==> config.mk <==
export PLATFORM = sky130hd
export DESIGN_NAME = bt656_timing_decoder
export DESIGN_NICKNAME = d
export VERILOG_FILES = /design/src/rtl/bt656_pkg.sv /design/src/rtl/bt656_xyz_decoder.sv /design/src/rtl/bt656_timing_decoder.sv
export SDC_FILE = /design/constraint.sdc
export NUM_CORES = 1
export LEC_CHECK = 0
export ABC_AREA = 1
export CAP_MARGIN = 0
export CORE_MARGIN = 4
export CORE_UTILIZATION = 50
export DETAILED_ROUTE_END_ITERATION = 10
export PLACE_DENSITY_LB_ADDON = 0.05
export SLEW_MARGIN = 15
export SYNTH_ARGS = -nofsm -noshare
export SYNTH_HDL_FRONTEND = slang
export SYNTH_HIERARCHICAL = 1
export SYNTH_SLANG_ARGS = --single-unit
==> constraint.sdc <==
create_clock -name clk -period 2.5 [get_ports clk]
set_input_delay 0.375 -clock clk [delete_from_list [all_inputs] [get_ports clk]]
set_output_delay 0.375 -clock clk [all_outputs]
set_load 0.05 [all_outputs]
==> src/rtl/bt656_pkg.sv <==
// Shared BT.656 constants: timing-reference words, line lengths, XYZ bit positions.
package bt656_pkg;

    localparam logic [9:0]  TRS_ONES           = 10'h3FF;
    localparam logic [9:0]  TRS_ZEROS          = 10'h000;
    localparam logic [10:0] WORDS_PER_LINE_525 = 11'd1716;
    localparam logic [10:0] WORDS_PER_LINE_625 = 11'd1728;
    localparam logic [10:0] ACTIVE_LINE_SIZE   = 11'd1440;

    localparam int XYZ_ONE = 9;
    localparam int XYZ_F   = 8;
    localparam int XYZ_V   = 7;
    localparam int XYZ_H   = 6;
    localparam int XYZ_P3  = 5;
    localparam int XYZ_P0  = 2;

    typedef enum logic [1:0] {
        SEARCH   = 2'd0,
        GOT_3FF  = 2'd1,
        GOT_000A = 2'd2,
        GOT_000B = 2'd3
    } pre_state_t;

    // Protection bits carried in XYZ[5:2] for a given F/V/H triple.
    function automatic logic [3:0] xyz_parity(input logic f, input logic v, input logic h);
        return {v ^ h, f ^ h, f ^ v, f ^ v ^ h};
    endfunction

endpackage

==> src/rtl/bt656_xyz_decoder.sv <==
// Combinational XYZ word decoder: extracts F/V/H and checks the protection bits.
module bt656_xyz_decoder
    import bt656_pkg::*;
(
    input  logic [9:0] word,
    output logic       F,
    output logic       V,
    output logic       H,
    output logic       valid
);

    logic unused_lsbs;

    assign F     = word[XYZ_F];
    assign V     = word[XYZ_V];
    assign H     = word[XYZ_H];
    assign valid = word[XYZ_ONE] && (word[XYZ_P3:XYZ_P0] == xyz_parity(F, V, H));

    // The two LSBs carry no timing information.
    assign unused_lsbs = ^word[XYZ_P0-1:0];

endmodule

==> src/rtl/bt656_timing_decoder.sv <==
// BT.656 timing decoder: finds TRS preambles, schedules H/V/F against a 4-word
// delayed stream, counts lines and tracks EAV-to-EAV lock.
//   state    | meaning
//   SEARCH   | no preamble in progress
//   GOT_3FF  | last word was 3FF
//   GOT_000A | saw 3FF,000
//   GOT_000B | saw 3FF,000,000; current word is XYZ
module bt656_timing_decoder
    import bt656_pkg::*;
#(
    parameter int LOCK_LINES      = 2,
    parameter int LINE_COUNT_BITS = 10
) (
    input  logic                       clk,
    input  logic                       reset_n,
    input  logic [9:0]                 data_in,
    output logic [9:0]                 data_out,
    output logic                       H,
    output logic                       V,
    output logic                       F,
    output logic [LINE_COUNT_BITS-1:0] line_count,
    output logic                       sync_locked,
    output logic                       xyz_error
);

    localparam int                GOOD_W      = $clog2(LOCK_LINES + 1);
    localparam logic [GOOD_W-1:0] GOOD_TARGET = GOOD_W'(LOCK_LINES);
    localparam logic [10:0]       IVL_MAX     = '1;
    localparam logic [1:0]        SAV_DELAY   = 2'd3;

    pre_state_t        state, state_nxt;
    logic [3:0][9:0]   dly;
    logic              dec_f, dec_v, dec_h, dec_valid;
    logic              xyz_slot, eav_ok, sav_ok, xyz_bad;
    logic              pend, pend_v, pend_f;
    logic [1:0]        pend_cnt;
    logic [10:0]       ivl_cnt;
    logic              ivl_good;
    logic [GOOD_W-1:0] good_cnt, good_nxt;

    bt656_xyz_decoder u_xyz (
        .word  (data_in),
        .F     (dec_f),
        .V     (dec_v),
        .H     (dec_h),
        .valid (dec_valid)
    );

    always_ff @(posedge clk or negedge reset_n) begin
        if (!reset_n) dly <= '0;
        else          dly <= {dly[2:0], data_in};
    end
    assign data_out = dly[3];

    always_ff @(posedge clk or negedge reset_n) begin
        if (!reset_n) state <= SEARCH;
        else          state <= state_nxt;
    end

    always_comb begin
        state_nxt = SEARCH;
        case (state)
            SEARCH:   if (data_in == TRS_ONES) state_nxt = GOT_3FF;
            GOT_3FF:  if (data_in == TRS_ONES) state_nxt = GOT_3FF;
                      else if (data_in == TRS_ZEROS) state_nxt = GOT_000A;
            GOT_000A: if (data_in == TRS_ZEROS) state_nxt = GOT_000B;
                      else if (data_in == TRS_ONES) state_nxt = GOT_3FF;
            GOT_000B: if (data_in == TRS_ONES) state_nxt = GOT_3FF;
            default:  state_nxt = SEARCH;
        endcase
    end

    always_comb begin
        xyz_slot = (state == GOT_000B);
        eav_ok   = xyz_slot && dec_valid && dec_h;
        sav_ok   = xyz_slot && dec_valid && !dec_h;
        xyz_bad  = xyz_slot && !dec_valid;
    end

    // EAV flags land when data_out shows the EAV 3FF; SAV flags wait until
    // data_out shows the first active sample, and a later EAV cancels them.
    always_ff @(posedge clk or negedge reset_n) begin
        if (!reset_n) begin
            H          <= 1'b1;
            V          <= 1'b1;
            F          <= 1'b0;
            pend       <= 1'b0;
            pend_cnt   <= '0;
            pend_v     <= 1'b0;
            pend_f     <= 1'b0;
            line_count <= '0;
        end else begin
            if (eav_ok) begin
                H    <= 1'b1;
                V    <= dec_v;
                F    <= dec_f;
                pend <= 1'b0;
                if (dec_f != F)            line_count <= '0;
                else if (line_count != '1) line_count <= line_count + 1'b1;
            end else if (pend) begin
                if (pend_cnt == '0) begin
                    H    <= 1'b0;
                    V    <= pend_v;
                    F    <= pend_f;
                    pend <= 1'b0;
                end else begin
                    pend_cnt <= pend_cnt - 1'b1;
                end
            end
            if (sav_ok) begin
                pend     <= 1'b1;
                pend_cnt <= SAV_DELAY;
                pend_v   <= dec_v;
                pend_f   <= dec_f;
            end
        end
    end

    always_comb begin
        ivl_good = (ivl_cnt == WORDS_PER_LINE_525) || (ivl_cnt == WORDS_PER_LINE_625);
        good_nxt = (good_cnt == GOOD_TARGET) ? good_cnt : good_cnt + 1'b1;
    end

    // ivl_cnt == 0 means no EAV seen since reset, so nothing is being measured.
    always_ff @(posedge clk or negedge reset_n) begin
        if (!reset_n) begin
            ivl_cnt     <= '0;
            good_cnt    <= '0;
            sync_locked <= 1'b0;
            xyz_error   <= 1'b0;
        end else begin
            xyz_error <= xyz_bad;
            if (eav_ok) begin
                ivl_cnt <= 11'd1;
                if (ivl_cnt != '0) begin
                    if (ivl_good) begin
                        good_cnt    <= good_nxt;
                        sync_locked <= (good_nxt == GOOD_TARGET);
                    end else begin
                        good_cnt    <= '0;
                        sync_locked <= 1'b0;
                    end
                end
            end else if (ivl_cnt != '0 && ivl_cnt != IVL_MAX) begin
                ivl_cnt <= ivl_cnt + 1'b1;
            end
            if (xyz_bad || ivl_cnt == IVL_MAX) begin
                good_cnt    <= '0;
                sync_locked <= 1'b0;
            end
        end
    end

endmodule

==> out/results.txt, run 1 <==
Avg WL per Cell - 12.1 µm
first-pass GRT wire length - 10.4 mm
Ys Warns - 6
share of cells above drive strength 1 - 11.0%
CTS buffer count - 9
most used cell, CP - nand2_1
mean post-synth cell area - 9.13 µm²
Cell Area, Synth - 3350 µm²
hold_ws - 0.0576 ns
initial detailed-routing violation count - 95
Final Skew - 0.00904 ns
relative slew slack - 65.7%
RR Startpoint - ivl_cnt[0]
final hold violation count - 0
flop and latch count out of synthesis - 75
Synthesized Nets - 387
die span in x - 89.9 µm
Slowest Stage Delay on Critical Path - 0.58 ns
# Post-CTS Setup Buffers - 0
Hold Path Class - in -> async
TritonCTS clock tree - yes
clock tree sinks - 75
DRT Wirelength - 5.90 mm
n_diodes - 0
Vias - 2,421
crit path launch - data_in[7]
Max Buffers Root-to-Sink - 2
die area - 8080 µm²
# rows - 29
crit path time final - 2.07 ns
Crit path arrival time - 2.34 ns
gr usage total - 15.6%
final-stage net count - 424
unrepaired setup endpoints after global routing - no
input/output buffers - 36
Seq/Total Area, Yosys - 56.1%
synth top area cells - dfrtp_1, nand2_1, nand3_1
Synth Instances - 367
Max VDD drop - 400 µV
Vias/cell - 4.98
Buf/Inv on CP - 3
R2R depth - 9
Synth top cells by count - nand2_1, dfrtp_1, inv_1
Pre-Repair DR Iteration Count - 4
area share of the largest cell type after synthesis - 54.5%
Top delay family on crit path - simple AND/OR/NAND/NOR gates
P&R area growth vs syn - 17.7%
vias in the first global route - 2,407
R2R Path End - sync_locked
run status - finished, final reports clean
P_leak - 0.00191 µW
Final setup viols - 0
die height - 89.9 µm
largest net degree at the start of global routing - 76
Worst Path Required - 2.77 ns
final core utilization - 61.4%
Core ar. - 6420 µm²
crit share post-route - 82.7%
setup TNS - 0 ns
top cell type by total area after synthesis - dfrtp_1
reg-to-reg slack, setup - 0.87 ns
post-synth cell types - 33
final global-route overflow total - 0
most common cell in the synthesized netlist - nand2_1
Synth Flop Type - dfrtp_1
later-pin clock latency in the skew report - 0.34 ns
Routability Congestion - 0.906
dpl ws - 0.0930 ns
Initial Util - 52.2%
post-cts resize count - 0
drt drc - 0
H-tree Lvls - 3
PwrDens - 588 nW/µm²
Post-synth EDFFs - 0
Worst-Margin Slew - 0.513 ns
number of I/O pins - 37
Critical Path Start Type - input pin
CP Max Fanout - 9
final worst slack - 0.432 ns
Tot Pwr - 2320 µW
max capacitance violation total - 0
Detailed Place HPWL - 4.23 mm
critical path endpoint category - register
CP Class - in -> reg
fmax - 484 MHz
CTS root buffer - clkbuf_8
initial antenna violation count - 0
max-slew violations - 0
Post-CTS Hold Buffers - 0
Post-synth ARST share - 100%
crit-path cells - clkdlybuf4s50_1 > inv_1 > nand2_1 > nand2_1 > nand2_1 > nand2_1 > nand2_1 > nor2_2 > nand3_1 > clkinv_2 > nand2_1 > nor2_1 > nand2_1 > nand2_1
Crit-path slowest cell - clkdlybuf4s50_1
Final ANT Viol Nets - 0
Worst-path clk slew - 0.08 ns
-- flip-flops by register name, summed over array words and instances, names as in the netlist --
name	cells
F	1
data_out	10
pend_v	1
pend	1
H	1
xyz_error	1
pend_f	1
ivl_cnt	11
good_cnt	2
sync_locked	1
line_count	10
dly	30
V	1
pend_cnt	2
state	2
-- area by class of cell --
class                   instances  area, µm²
fillers                       534       2480
well taps                      77       96.3
clock inverters                 6       71.3
multi-input cells             232       1190
repair buffers                 41        405
clock buffers                  10        128
flip-flops and latches         75       1880
inverters                      45        170
-- placed cells by master (no fill, tap or decap), types with 2 or more instances in the layout --
| cell | count |
|---|---|
| a21oi_1 | 3 |
| buf_4 | 4 |
| clkbuf_8 | 9 |
| clkdlybuf4s50_1 | 35 |
| clkinvlp_4 | 2 |
| dfrtp_1 | 73 |
| dfstp_2 | 2 |
| ha_1 | 8 |
| inv_1 | 39 |
| inv_2 | 4 |
| inv_6 | 3 |
| nand2_1 | 102 |
| nand2_2 | 4 |
| nand2_4 | 2 |
| nand3_1 | 34 |
| nand3_4 | 2 |
| nand3b_1 | 2 |
| nand4_1 | 6 |
| nor2_1 | 30 |
| nor2_4 | 3 |
| nor3_1 | 3 |
| nor4_1 | 2 |
| o211ai_1 | 2 |
| o21ai_0 | 8 |
| o21ai_1 | 7 |
| or2_2 | 2 |
| xor2_1 | 5 |
-- metrics by stage --
stage | std cells | area, µm²
after floorplan | 367 | 3350
after global placement | 470 | 3750
after detailed placement | 470 | 3750
after CTS | 486 | 3950
after global routing | 486 | 3950
final | 486 | 3950
-- metal layers --
layer | wire length (µm) | part of all wire (%) | vias up | global-route usage (%)
met5 | 0 | 0 | - | 0
met3 | 292 | 4.9 | 10 | 3.59
met1 | 2730 | 46 | 1128 | 19.9
li1 | - | - | 1223 | -
met2 | 2770 | 47 | 60 | 26.2
met4 | 104 | 1.8 | 0 | 5.99
-- power breakdown --
part	total, µW	switching, µW	internal, µW
Combinational	133	87.8	45.0
Clock	933	461	472
Sequential	1250	7.88	1240
-- how the worst max path moves through the flow --
stage | end | slack (ns) | depth (start not counted)
2_1_floorplan | line_count[0] | 0.77 | 7
3_3_place_gp | line_count[3] | 0.11 | 12
3_5_place_dp | line_count[3] | 0.09 | 12
4_1_cts | V | 0.44 | 1
5_1_grt | line_count[9] | 0.22 | 13
6_report | sync_locked | 0.43 | 14
-- cells by family after synthesis --
family | after synthesis | share of synthesized area [%]
flops | 75 | 56.1
fa+ha+maj | 8 | 2.99
compound gates | 22 | 3.84
buf+inv | 60 | 8.29
simple gates | 195 | 26.8
xor+xnor | 7 | 2.05
(Power assumes the default switching activity.)
==> run 2, diff against run 1 <==
clock period = 1.8 ns   (was 2.5 ns; I/O delays follow)
==> run 2 against run 1 <==
Global-route usage grew 0.53 points. Die area stayed put. Highest routed layer unchanged. Total power increased by 36%. Cell count grew 3.1%. Register-to-register slack lost 0.64 ns.
==> out/results.txt, run 2 (synthesis gave the netlist of run 1 again) <==
run status - finished, final reports clean
clock tree sinks - 75 (unchanged)
Avg WL per Cell - 12.0 µm (-1.5%)
PwrDens - 778 nW/µm² (+32%)
number of I/O pins - 37 (unchanged)
share of cells above drive strength 1 - 18.9% (+7.9 points)
Hold Path Class - reg -> reg
relative slew slack - 66.1% (+0.39 points)
gr usage total - 16.2% (+0.53 points)
Worst Path Required - 1.53 ns (-1.24 ns)
fmax - 574 MHz
die height - 89.9 µm (unchanged)
max capacitance violation total - 0 (unchanged)
Worst-path clk slew - 0.09 ns (about the same)
Vias/cell - 4.94 (-0.87%)
CTS buffer count - 9 (unchanged)
max-slew violations - 0 (unchanged)
TritonCTS clock tree - yes
input/output buffers - 36 (unchanged)
CP Max Fanout - 1 (-8)
first-pass GRT wire length - 10.6 mm (+2.1%)
crit-path cells - clkdlybuf4s50_1
final hold violation count - 0 (unchanged)
initial antenna violation count - 0 (unchanged)
crit share post-route - 96.9%
Pre-Repair DR Iteration Count - 4 (unchanged)
CTS root buffer - clkbuf_8
Crit-path slowest cell - clkdlybuf4s50_1
P&R area growth vs syn - 20.8%
Max VDD drop - 378 µV (-5.4%)
initial detailed-routing violation count - 86 (-9.5%)
vias in the first global route - 2,406 (-0.042%)
Final Skew - 0.00967 ns (+0.000629 ns)
most frequent cells in the layout - nand2_1, dfrtp_1, inv_1
most common cell after layout, fill and taps aside - nand2_1
Initial Util - 52.2% (unchanged)
Top reg by flops - dly
unrepaired setup endpoints after global routing - no
# rows - 29 (unchanged)
Critical Path Start Type - register
Vias - 2,474 (+2.2%)
final-stage net count - 439 (+3.5%)
Final ANT Viol Nets - 0 (unchanged)
max reg flops - 30 (unchanged)
die span in x - 89.9 µm (unchanged)
Buf/Inv on CP - 1 (-2)
Crit path arrival time - 1.47 ns (-0.87 ns)
Top delay family on crit path - buffers and inverters
DRT Wirelength - 5.99 mm (+1.5%)
later-pin clock latency in the skew report - 0.34 ns (about the same)
biggest regs - dly: 30 flops, ivl_cnt: 11 flops
Tot Pwr - 3150 µW (+36%)
fin area - 4050 µm² (+2.6%)
final global-route overflow total - 0 (unchanged)
Routability Congestion - 0.883 (-2.5%)
P_leak - 0.00204 µW (+6.7%)
Final setup viols - 0 (unchanged)
Detailed Place HPWL - 4.34 mm (+2.7%)
die area - 8080 µm² (unchanged)
crit path time final - 1.74 ns
Slowest Stage Delay on Critical Path - 0.80 ns (+0.22 ns)
H-tree Lvls - 3 (unchanged)
drt drc - 0 (unchanged)
post-placement cell area - 3810 µm² (+1.7%)
Max Buffers Root-to-Sink - 2 (unchanged)
n_diodes - 0 (unchanged)
critical path endpoint category - primary output
largest net degree at the start of global routing - 76 (unchanged)
Worst-Margin Slew - 0.508 ns (-0.00502 ns)
Core ar. - 6420 µm² (unchanged)
CP Class - reg -> out
[run 2: final cells by class]
cell class | instances | area (µm²)
fill | 545 | 2370
sequential | 75 | 1880
multi-input combinational | 232 | 1210
timing repair buffer | 56 | 500
inverter | 45 | 171
clock buffer | 9 | 124
tap | 77 | 96.3
clock inverter | 7 | 63.8
[run 2: final timing paths]
path | endpoint | cells after the start | startpoint | slack [ns]
max in group asynchronous | V | 3 | reset_n | 0.98
worst max register to register | ivl_cnt[7] | 8 | ivl_cnt[0] | 0.23
worst min register to register | dly[29] | 0 | dly[19] | 0.34
worst min-delay path | dly[29] | 0 | dly[19] | 0.34
worst max-delay path | data_out[2] | 1 | data_out[2] | 0.06
min in group asynchronous | data_out[4] | 3 | reset_n | 0.48
[run 2: repair_timing]
action / CTS / global route
gates resized for setup: 4 / 10
hold endpoints to repair: 73 / 0
endpoints found under the setup margin: 9 / 7
setup buffers: 0 / 1
hold buffers: 1 / 0
[run 2: worst reg2reg max path, stage by stage, from the launching register on]
cell and delay (ns):
dfrtp_1 0.45, ha_1 0.23, nand3_1 0.16, inv_2 0.15, nand3_4 0.14, nand2_4 0.13
nand2_2 0.07, nand2_1 0.09, nand2_1 0.05
[run 2: per-layer routing]
metal,global-route usage (%),wire [µm]
met5,0,0
met4,7.91,119
met3,3.51,251
met2,25.3,2780
met1,21.5,2840
[run 2: through the flow]
stage | setup slack, ns | utilization, % | setup TNS (ns) | instances | hold slack, ns
detailed placement | -0.432 | 59.3 | -10.81 | 483 | 0.333
CTS | 0.0299 | 62.3 | 0 | 500 | 0.346
global placement | -0.397 | 59.3 | -9.39 | 483 | 0.332
global route | 0.000979 | 63.0 | 0 | 501 | 0.347
finish | 0.0565 | 63.0 | 0 | 501 | 0.342
floorplan | 0.0733 | - | 0 | 367 | -0.0256
[run 2: power breakdown]
group          switching (µW)  total, µW  internal [µW]
Clock                     678       1210            534
Combinational             125        198           73.2
Sequential               10.2       1740           1730
Total                     813       3150           2330
